<file path="src/rtl/axis_rr_arbiter.sv">
// axis_rr_arbiter
//   Round-robin, packet-locked arbiter that shares one AXI-Stream master port
//   between NUM_S AXI-Stream slave ports. In IDLE it picks the first valid
//   port starting at the rotating pointer, registers it as the grant, and in
//   BUSY passes that port straight through until its tlast handshake.
//
// Ports
//   aclk, areset      clock / synchronous active-high reset
//   s_valid/s_ready   per-port handshake
//   s_data/s_keep     per-port beat payload (WORDS_PER_BEAT words) and word keep
//   s_last            per-port end of packet
//   m_valid/m_ready   master handshake
//   m_data/m_keep     master beat payload and word keep
//   m_last            master end of packet
//   m_id              index of the granted port, meaningful while m_valid
//
// Optional build macro AXIS_RR_ARBITER_STATS_EN adds:
//   pkt_count         per-port completed-packet counters (32-bit, wrapping)
//   beat_count        total transferred beats (32-bit, wrapping)

module axis_rr_arbiter #(
  parameter  int NUM_S          = 4,
  parameter  int WORD_WIDTH     = 16,
  parameter  int BUS_WIDTH      = 64,
  parameter  int ID_W           = $clog2(NUM_S),
  localparam int WORDS_PER_BEAT = BUS_WIDTH / WORD_WIDTH
) (
  input  logic                                                 aclk,
  input  logic                                                 areset,
  input  logic [NUM_S-1:0]                                     s_valid,
  output logic [NUM_S-1:0]                                     s_ready,
  input  logic [NUM_S-1:0][WORDS_PER_BEAT-1:0][WORD_WIDTH-1:0] s_data,
  input  logic [NUM_S-1:0][WORDS_PER_BEAT-1:0]                 s_keep,
  input  logic [NUM_S-1:0]                                     s_last,
  output logic                                                 m_valid,
  input  logic                                                 m_ready,
  output logic [WORDS_PER_BEAT-1:0][WORD_WIDTH-1:0]            m_data,
  output logic [WORDS_PER_BEAT-1:0]                            m_keep,
  output logic                                                 m_last,
  output logic [ID_W-1:0]                                      m_id
`ifdef AXIS_RR_ARBITER_STATS_EN
  ,
  output logic [NUM_S-1:0][31:0]                               pkt_count,
  output logic [31:0]                                          beat_count
`endif
);

  localparam int unsigned NUM_S_U = NUM_S;

  typedef enum logic {
    IDLE,
    BUSY
  } state_e;

  state_e          state_q, state_d;
  logic [ID_W-1:0] grant_q, grant_d;
  logic [ID_W-1:0] ptr_q,   ptr_d;
  logic [ID_W-1:0] pick;
  logic            pick_found;

  // Wrap-around priority search starting at ptr_q.
  always_comb begin
    int unsigned     idx;
    logic [ID_W-1:0] cand;
    pick       = '0;
    pick_found = 1'b0;
    idx        = 0;
    cand       = '0;
    for (int unsigned i = 0; i < NUM_S_U; i++) begin
      idx = 32'(ptr_q) + i;
      if (idx >= NUM_S_U) idx = idx - NUM_S_U;
      cand = ID_W'(idx);
      if (!pick_found && s_valid[cand]) begin
        pick       = cand;
        pick_found = 1'b1;
      end
    end
  end

  // Zero-latency pass-through of the granted port while BUSY.
  always_comb begin
    s_ready = '0;
    m_valid = 1'b0;
    m_data  = '0;
    m_keep  = '0;
    m_last  = 1'b0;
    m_id    = '0;
    if (state_q == BUSY) begin
      m_valid          = s_valid[grant_q];
      m_data           = s_data[grant_q];
      m_keep           = s_keep[grant_q];
      m_last           = s_last[grant_q];
      m_id             = grant_q;
      s_ready[grant_q] = m_ready;
    end
  end

  always_comb begin
    state_d = state_q;
    grant_d = grant_q;
    ptr_d   = ptr_q;
    case (state_q)
      IDLE: begin
        if (pick_found) begin
          grant_d = pick;
          state_d = BUSY;
        end
      end
      BUSY: begin
        if (m_valid && m_ready && m_last) begin
          state_d = IDLE;
          ptr_d   = (grant_q == ID_W'(NUM_S - 1)) ? '0 : grant_q + ID_W'(1);
        end
      end
      default: state_d = IDLE;
    endcase
  end

  always_ff @(posedge aclk) begin
    if (areset) begin
      state_q <= IDLE;
      grant_q <= '0;
      ptr_q   <= '0;
    end else begin
      state_q <= state_d;
      grant_q <= grant_d;
      ptr_q   <= ptr_d;
    end
  end

`ifdef AXIS_RR_ARBITER_STATS_EN
  logic [NUM_S-1:0][31:0] pkt_count_q, pkt_count_d;
  logic [31:0]            beat_count_q, beat_count_d;

  always_comb begin
    pkt_count_d  = pkt_count_q;
    beat_count_d = beat_count_q;
    if (m_valid && m_ready) begin
      beat_count_d = beat_count_q + 32'd1;
      if (m_last) pkt_count_d[grant_q] = pkt_count_q[grant_q] + 32'd1;
    end
  end

  always_ff @(posedge aclk) begin
    if (areset) begin
      pkt_count_q  <= '0;
      beat_count_q <= '0;
    end else begin
      pkt_count_q  <= pkt_count_d;
      beat_count_q <= beat_count_d;
    end
  end

  assign pkt_count  = pkt_count_q;
  assign beat_count = beat_count_q;
`endif

endmodule

</file>
<file path="config.mk">
export PLATFORM = sky130hd
export DESIGN_NAME = axis_rr_arbiter
export DESIGN_NICKNAME = d
export VERILOG_FILES = /design/src/rtl/axis_rr_arbiter.sv
export SDC_FILE = /design/constraint.sdc
export NUM_CORES = 1
export LEC_CHECK = 0
export CAP_MARGIN = 10
export CELL_PAD_IN_SITES_DETAIL_PLACEMENT = 2
export CELL_PAD_IN_SITES_GLOBAL_PLACEMENT = 2
export CORE_MARGIN = 4
export CORE_UTILIZATION = 11
export CTS_CLUSTER_SIZE = 28
export DETAILED_ROUTE_END_ITERATION = 12
export GPL_TIMING_DRIVEN = 0
export PLACE_DENSITY_LB_ADDON = 0.3
export SKIP_CTS_REPAIR_TIMING = 1
export SYNTH_ARGS = -nofsm -noshare
export SYNTH_HDL_FRONTEND = slang
export SYNTH_SLANG_ARGS = --single-unit
export TNS_END_PERCENT = 5
</file>
<file path="constraint.sdc">
create_clock -name aclk -period 2.7 [get_ports aclk]
set_input_delay 0.81 -clock aclk [delete_from_list [all_inputs] [get_ports aclk]]
set_output_delay 0.81 -clock aclk [all_outputs]
set_load 0.1 [all_outputs]
</file>
== Word-level counts from Yosys, hierarchy flattened ==
Index checks and enable logic that the tools add are counted.
W data, S select, Z words.
Storage, ports and cells
  register bits after elaboration: 5
  logic and storage cells: 75
  input bits: 283
  output and inout bits: 76
Operators by class
  $lt $le $gt $ge: 10
  equality and inequality tests: 1
  add/subtract/negate cells: 8
  muxes and demuxes: 40
  reductions and logical operators: 11
  bitwise operators: 2
Operators by type and width (count)
  $bmux W64 S2: 1
  $mux W64: 2
  $mux W2: 10
  $lt A2 B3 Y1 const B: 5
  $mux W1: 15
  $bmux W1 S2: 6
  $mux W4: 3
  $ge A3 B3 Y1 const B: 3
  $bmux W4 S2: 1
  $sub A2 B1 Y2 const B: 4
  $add A2 B2 Y3 const B: 2
  $logic_and A1 B1 Y1: 6
  $and A4 B4 Y4: 1
  $reduce_and A2 Y1: 2
  $add A2 B1 Y3 const B: 1
  $ge A2 B3 Y1 const B: 1
  $logic_not A1 Y1: 3
  $add A2 B1 Y2 const B: 1
  $demux W1 S2: 1
  $eq A2 B2 Y1 const B: 1
  $ge A2 B1 Y1 const B: 1
  $pmux W1 S2: 1
  $not A1 Y1: 1

== Longest topological paths before layout ==
Gate-level depths: netlist (run 1).
  word-level depth: 16
  depth in mapped cells: 6
  depth with buffers taken out: 4

== Worst setup path after synthesis (run 1) ==
OpenSTA, ideal clock, no wires.
  kind: flip-flop to output port
  start: reg grant_q[1]
  end: out m_data[0] (netlist name)
  path slack: -35 ps
  data required time: 1890 ps
  arrival time: 1925 ps
  stages on the path, launching flop included: 5
  path buffers: 2
  cell sequence: dfxtp_1 -> buf_2 -> clkbuf_1 -> mux4_2 -> and2_1
RTL lines
  from (decl): line 56  | logic [ID_W-1:0] grant_q, grant_d;
  from (signal assigned): line 126  | grant_q <= grant_d;
  to (decl): line 37  | output logic [WORDS_PER_BEAT-1:0][WORD_WIDTH-1:0] m_data,

==> results of run 1 <==
[power groups by stage]
stage	Combinational, mW	Sequential (mW)	Clock, mW
6_report	2.04	0.0888	0.245
3_3_place_gp	1.80	0.0895	0
5_1_grt	2.13	0.0908	0.251
4_1_cts	1.83	0.0886	0.248
2_1_floorplan	1.11	0.0850	0
3_5_place_dp	1.82	0.0896	0
[tightest hold or removal path: stages (launching register included)]
cell	delay, ns
dfxtp_1	0.36
nand2b_1	0.09
mux2i_1	0.06
[cell usage after synthesis, types with 3 or more instances]
cell and number:
and2_1 71, a21oi_1 6, dfxtp_1 5, nor2_1 4, clkbuf_1 12, mux4_2 69
and3_1 4, mux2i_1 3, buf_1 3, buf_2 8, ha_1 4, nand2_1 5
nand2b_1 4, inv_1 3
[state kept, by name, summed over array words and instances, names as in the netlist]
signal	cells
grant_q	2
ptr_q	2
state_q	1
[layout make-up]
cell class,count,area (µm²)
fillers,2332,14900
repair buffers,359,4490
multi-input cells,183,2410
well taps,285,357
plain buffers,24,254
flip-flops and latches,5,105
clock buffers,4,78.8
inverters,4,15.0
diodes,3,7.51
[metal layers]
metal	wire [µm]	vias up	GRT usage [%]
li1	-	1590	-
met1	6510	1757	14.3
met2	10200	213	25.8
met3	1630	4	4.69
met4	58	0	0.907
met5	0	-	0
[worst max-delay path by stage]
stage,cells past startpoint,to,slack [ns]
2_1_floorplan,4,m_data[12],-0.03
3_3_place_gp,5,m_data[51],-1.10
3_5_place_dp,5,m_data[51],-1.13
4_1_cts,5,m_data[51],-1.38
5_1_grt,4,m_data[33],-0.19
6_report,4,m_data[33],-0.17
[logic make-up after synthesis]
logic type	count (synthesis)	synth area share, %
compound gates	11	2.78
fa+ha+maj	4	1.99
buf+inv	28	4.72
flops	5	3.97
mux	74	63.9
simple gates	94	22.6
==> results.json, run 1 <==
{
  "finClkSkew_ns": 0.00114,
  "syn_nets": 503,
  "dpl_cell_area_um2": 6460,
  "max_slew.worst_pin.slew_ns": 0.558,
  "tns_ns": -3.73,
  "dr.pass1.iters": 4,
  "htree_levels": 1,
  "final_cells": 867,
  "grt_max_degree": 11,
  "grt_overflow": 0,
  "layout_common_cells": "173 x dlymetal6s2s_1, 109 x clkdlybuf4s50_1, 69 x mux4_2, 51 x buf_12, 43 x and2_4",
  "synth_top_area_share_pct": 61.7,
  "slowest_stage": "mux4_2",
  "setup_viol": 27,
  "port_buffers": 358,
  "wire_per_inst_um": 21.2,
  "die_area_um2": 25400,
  "synth_top_flop_cell": "dfxtp_1",
  "vdd.ir_drop.worst_v": 0.000174,
  "cts_buffer_depth": 2,
  "cap_violations": 0,
  "dieHeight_um": 159,
  "start_util_pct": 11.2,
  "worst_setup_path_start_kind": "input pin",
  "hold_viol": 0,
  "p_sw_mw": 1.15,
  "grt_pass1_wl_um": 26500,
  "critPathKind": "in2out",
  "r2r-start": "grant_q[0]",
  "place_ws_ns": -1.13,
  "remaining_drc_errors": 0,
  "endpoint_kind": "output pin",
  "crit_fanout": 1,
  "slew_headroom_pct": 62.9,
  "drv_slew": 0,
  "ys_seq_elements": 5,
  "vias": 3564,
  "rr_endpoint": "ptr_q[0]",
  "leakage_nw": 4.25,
  "final_layout_size_suffix_gt1_share_pct": 37.8,
  "hold_end": "ptr_q[1]",
  "cts_made_buffers": 3,
  "vias_per_cell": 4.11,
  "regToRegSetupSlack_ns": 0.99,
  "synth.area.top_cells": "mux4_2 62%, and2_1 18%, dfxtp_1 4.0%",
  "critPathMaxStageDelay_ns": 0.47,
  "worst_ep_required_time_ns": 1.89,
  "cp-startpoint": "s_data[225]",
  "violations": "negative setup slack",
  "fin_ws_ns": -0.170,
  "num_rows": 55,
  "clk_pin_slew_ns": 0.03,
  "cp_data_arrival_time_ns": 2.06,
  "synth_area_leader_cell": "mux4_2",
  "powerDensity_nw_per_um2": 308,
  "rsz0062_at_grt": "yes",
  "dp.cells": 859,
  "grt_pass1_vias": 4140,
  "hold_path_class": "reg2reg",
  "cts_sinks": 5,
  "whs_ns": 0.565,
  "switching_share_pct": 48.3,
  "status": "finished, violations left",
  "crit_chain": "clkdlybuf4s50_1 > mux4_2 > and2_1 > buf_6",
  "nNetsFinal": 867,
  "async_flop_share_pct": 0,
  "synth_area_um2": 2520,
  "p_int_mw": 1.23,
  "clk_root_buffer_cell": "clkbuf_16",
  "coreArea_um2": 22600,
  "ioPinCount": 359,
  "yosysWarnings": 0,
  "antenna_found_initial": 3,
  "p_comb_share_pct": 85.9,
  "cts_tree": "yes",
  "r2r_cells": 5,
  "final.period_utilization_pct": 106,
  "hpwlAfterDp_um": 15800,
  "synth_edf_count": 0,
  "design_area_um2": 7720,
  "clkLatencyLatePin_ns": 0.23,
  "cp_top_family": "buffers and inverters",
  "min_period_ns": 2.87,
  "gp_congestion": 0.759,
  "cp.buffers_inverters": 2,
  "worstHoldStart": "ptr_q[1]",
  "drt-initial-drc-count": 106,
  "synth_seq_area_share_pct": 3.97,
  "wl_um": 18400,
  "holdPathStages": 2,
  "drtAntennaViolNets": 0,
  "power_frac_seq_pct": 3.7,
  "max_freq_mhz": 348,
  "final_common_cell": "dlymetal6s2s_1",
  "area_growth_pct": 206,
  "synth_cells": 216,
  "ys_types": 29,
  "final_core_util_pct": 34.2,
  "grt_use_total_pct": 13.2,
  "die_w_um": 159,
  "clkPwrFrac_pct": 10.3,
  "finalPower_mw": 2.37,
  "avgSynthCellArea_um2": 11.7
}
Note: power is estimated with default switching activity, not from simulation.
==> run 2, diff against run 1 <==
SLEW_MARGIN = 20   (was unset)
==> results of run 2 <==
Same layout as run 1: the final DEF is identical, and so are final timing and power.
==> run 3, diff against run 2 <==
CAP_MARGIN = unset   (was 10)
CORE_MARGIN = unset   (was 4)
==> run 3 against run 2 <==
  * The run still ends with negative setup slack left
  * Global-route usage is 0.90 points higher
  * First-iteration DRC count rose by 2.8%
  * Largest cell class unchanged
  * Critical path type unchanged
  * Combinational power fell by 4%
  * Critical endpoint is now m_data[7]
==> results.json, run 3 (same netlist as run 1, synthesis figures left out) <==
{
  "final_core_util_pct": 32.2,
  "p_comb_share_pct": 85.5,
  "grt_max_degree": 11,
  "cp-startpoint": "s_data[135]",
  "cts_sinks": 5,
  "dieHeight_um": 153,
  "final_layout_size_suffix_gt1_share_pct": 34.0,
  "start_util_pct": 11.2,
  "grt_most_used_layer": "met2",
  "critPathMaxStageDelay_ns": 0.47,
  "design_area_um2": 7260,
  "vias_per_cell": 4.10,
  "multi_input_area_um2": 2360,
  "clkLatencyLatePin_ns": 0.23,
  "ioPinCount": 359,
  "wl_um": 17400,
  "hold_viol": 0,
  "num_rows": 55,
  "clk_root_buffer_cell": "clkbuf_16",
  "crit_fanout": 1,
  "hpwlAfterDp_um": 14900,
  "r2r_cells": 5,
  "powerDensity_nw_per_um2": 316,
  "cts_made_buffers": 3,
  "rsz0062_at_grt": "yes",
  "clk_pin_slew_ns": 0.03,
  "final_common_cell": "clkdlybuf4s50_1",
  "wire_per_inst_um": 20.1,
  "slew_headroom_pct": 63.4,
  "setup_viol": 48,
  "nNetsFinal": 867,
  "critPathKind": "in2out",
  "min_period_ns": 2.88,
  "grt_use_total_pct": 14.1,
  "setup.worst_path.end": "m_data[7]",
  "worst_ep_required_time_ns": 1.89,
  "grt_pass1_wl_um": 25600,
  "cp.depth": 4,
  "cp_data_arrival_time_ns": 2.07,
  "slowest_stage": "mux4_2",
  "holdPathStages": 2,
  "r2r-start": "grant_q[0]",
  "finClkSkew_ns": 0.00130,
  "switching_share_pct": 49.2,
  "area_growth_pct": 188,
  "drt-initial-drc-count": 109,
  "final.period_utilization_pct": 107,
  "largestRegisters": "grant_q (2), ptr_q (2), state_q (1)",
  "status": "finished, violations left",
  "drtAntennaViolNets": 0,
  "grt_pass1_vias": 4231,
  "die_w_um": 153,
  "endpoint_kind": "output pin",
  "power_frac_seq_pct": 3.8,
  "cts_buffer_depth": 2,
  "dr.pass1.iters": 5,
  "antenna_found_initial": 3,
  "use_met2_pct": 28.8,
  "grt_use_met1_pct": 14.4,
  "crit_chain": "clkdlybuf4s50_1 > mux4_2 > and2_1 > buf_6",
  "dpl_cell_area_um2": 6460,
  "clkPwrFrac_pct": 10.7,
  "regToRegSetupSlack_ns": 0.97,
  "max_slew.worst_pin.slew_ns": 0.552,
  "cp.buffers_inverters": 2,
  "leakage_nw": 3.39,
  "cts_tree": "yes",
  "violations": "negative setup slack",
  "max_freq_mhz": 348,
  "coreArea_um2": 22600,
  "grt_overflow": 0,
  "vdd.ir_drop.worst_v": 0.000162,
  "die_area_um2": 23500,
  "cp_top_family": "buffers and inverters",
  "fin_ws_ns": -0.176,
  "p_int_mw": 1.17,
  "seqCellArea_um2": 105,
  "worst_setup_path_start_kind": "input pin",
  "htree_levels": 1,
  "fillerInstances": 2393,
  "remaining_drc_errors": 0,
  "p_sw_mw": 1.13,
  "port_buffers": 358,
  "drv_slew": 0,
  "rr_endpoint": "ptr_q[0]",
  "layout_common_cells": "193 x clkdlybuf4s50_1, 89 x dlymetal6s2s_1, 69 x mux4_2, 51 x buf_6, 49 x and2_1",
  "use_met3_pct": 4.05,
  "vias": 3552,
  "hold_path_class": "reg2reg",
  "gp_congestion": 0.767,
  "cap_violations": 0
}
-- run 3: cell types whose count changed in the layout (fill, tap and decap cells not counted), moves of 3 or more --
| cell | change |
|---|---|
| buf_6 | +20 |
| and2_1 | +21 |
| clkdlybuf4s50_1 | +84 |
| dlymetal6s2s_1 | -84 |
| and2_4 | -22 |
| buf_12 | -23 |
| buf_8 | +3 |
-- run 3: how the worst min path moves through the flow --
stage              from       end
3_3_place_gp   ptr_q[1]  ptr_q[1]
4_1_cts        ptr_q[1]  ptr_q[1]
3_5_place_dp   ptr_q[1]  ptr_q[1]
5_1_grt        ptr_q[1]  ptr_q[1]
2_1_floorplan  ptr_q[1]  ptr_q[1]
6_report       ptr_q[1]  ptr_q[1]
-- run 3: area by class of cell --
type | instances | share of cell area [%]
multi-input cells | 183 | 32.5
well taps | 285 | 4.91
repair buffers | 359 | 56.4
inverters | 4 | 0.207
diodes | 2 | 0.0689
clock buffers | 4 | 1.09
flip-flops and latches | 5 | 1.45
plain buffers | 24 | 3.41
-- run 3: tightest hold or removal path: stages, from the launching register on --
cell      delay (ns)
dfxtp_1         0.36
nand2b_1        0.09
mux2i_1         0.07
-- run 3: per-stage QoR --
| step | setup slack, ns | setup TNS (ns) | hold WS, ns | power, mW | instances |
|---|---|---|---|---|---|
| floorplan | -0.0346 | -1.97 | 0.509 | 1.20 | 216 |
| global placement | -1.13 | -76.45 | 0.543 | 1.89 | 859 |
| detailed placement | -1.14 | -77.34 | 0.561 | 1.91 | 859 |
| CTS | -1.39 | -95.41 | 0.586 | 2.16 | 863 |
| global route | -0.205 | -9.49 | 0.637 | 2.39 | 866 |
| finish | -0.176 | -7.09 | 0.578 | 2.30 | 866 |
-- run 3: power groups by stage --
stage          sequential, mW  combinational, mW  clock, mW
5_1_grt                0.0899               2.05      0.254
3_3_place_gp           0.0888               1.80          0
6_report               0.0882               1.96      0.245
2_1_floorplan          0.0850               1.11          0
4_1_cts                0.0884               1.83      0.247
3_5_place_dp           0.0894               1.82          0
-- run 3: per-layer routing --
| metal | up-vias | part of all wire [%] |
|---|---|---|
| met4 | 0 | 1.3 |
| li1 | 1594 | - |
| met5 | - | 0 |
| met2 | 215 | 57 |
| met1 | 1727 | 33 |
| met3 | 16 | 8.8 |
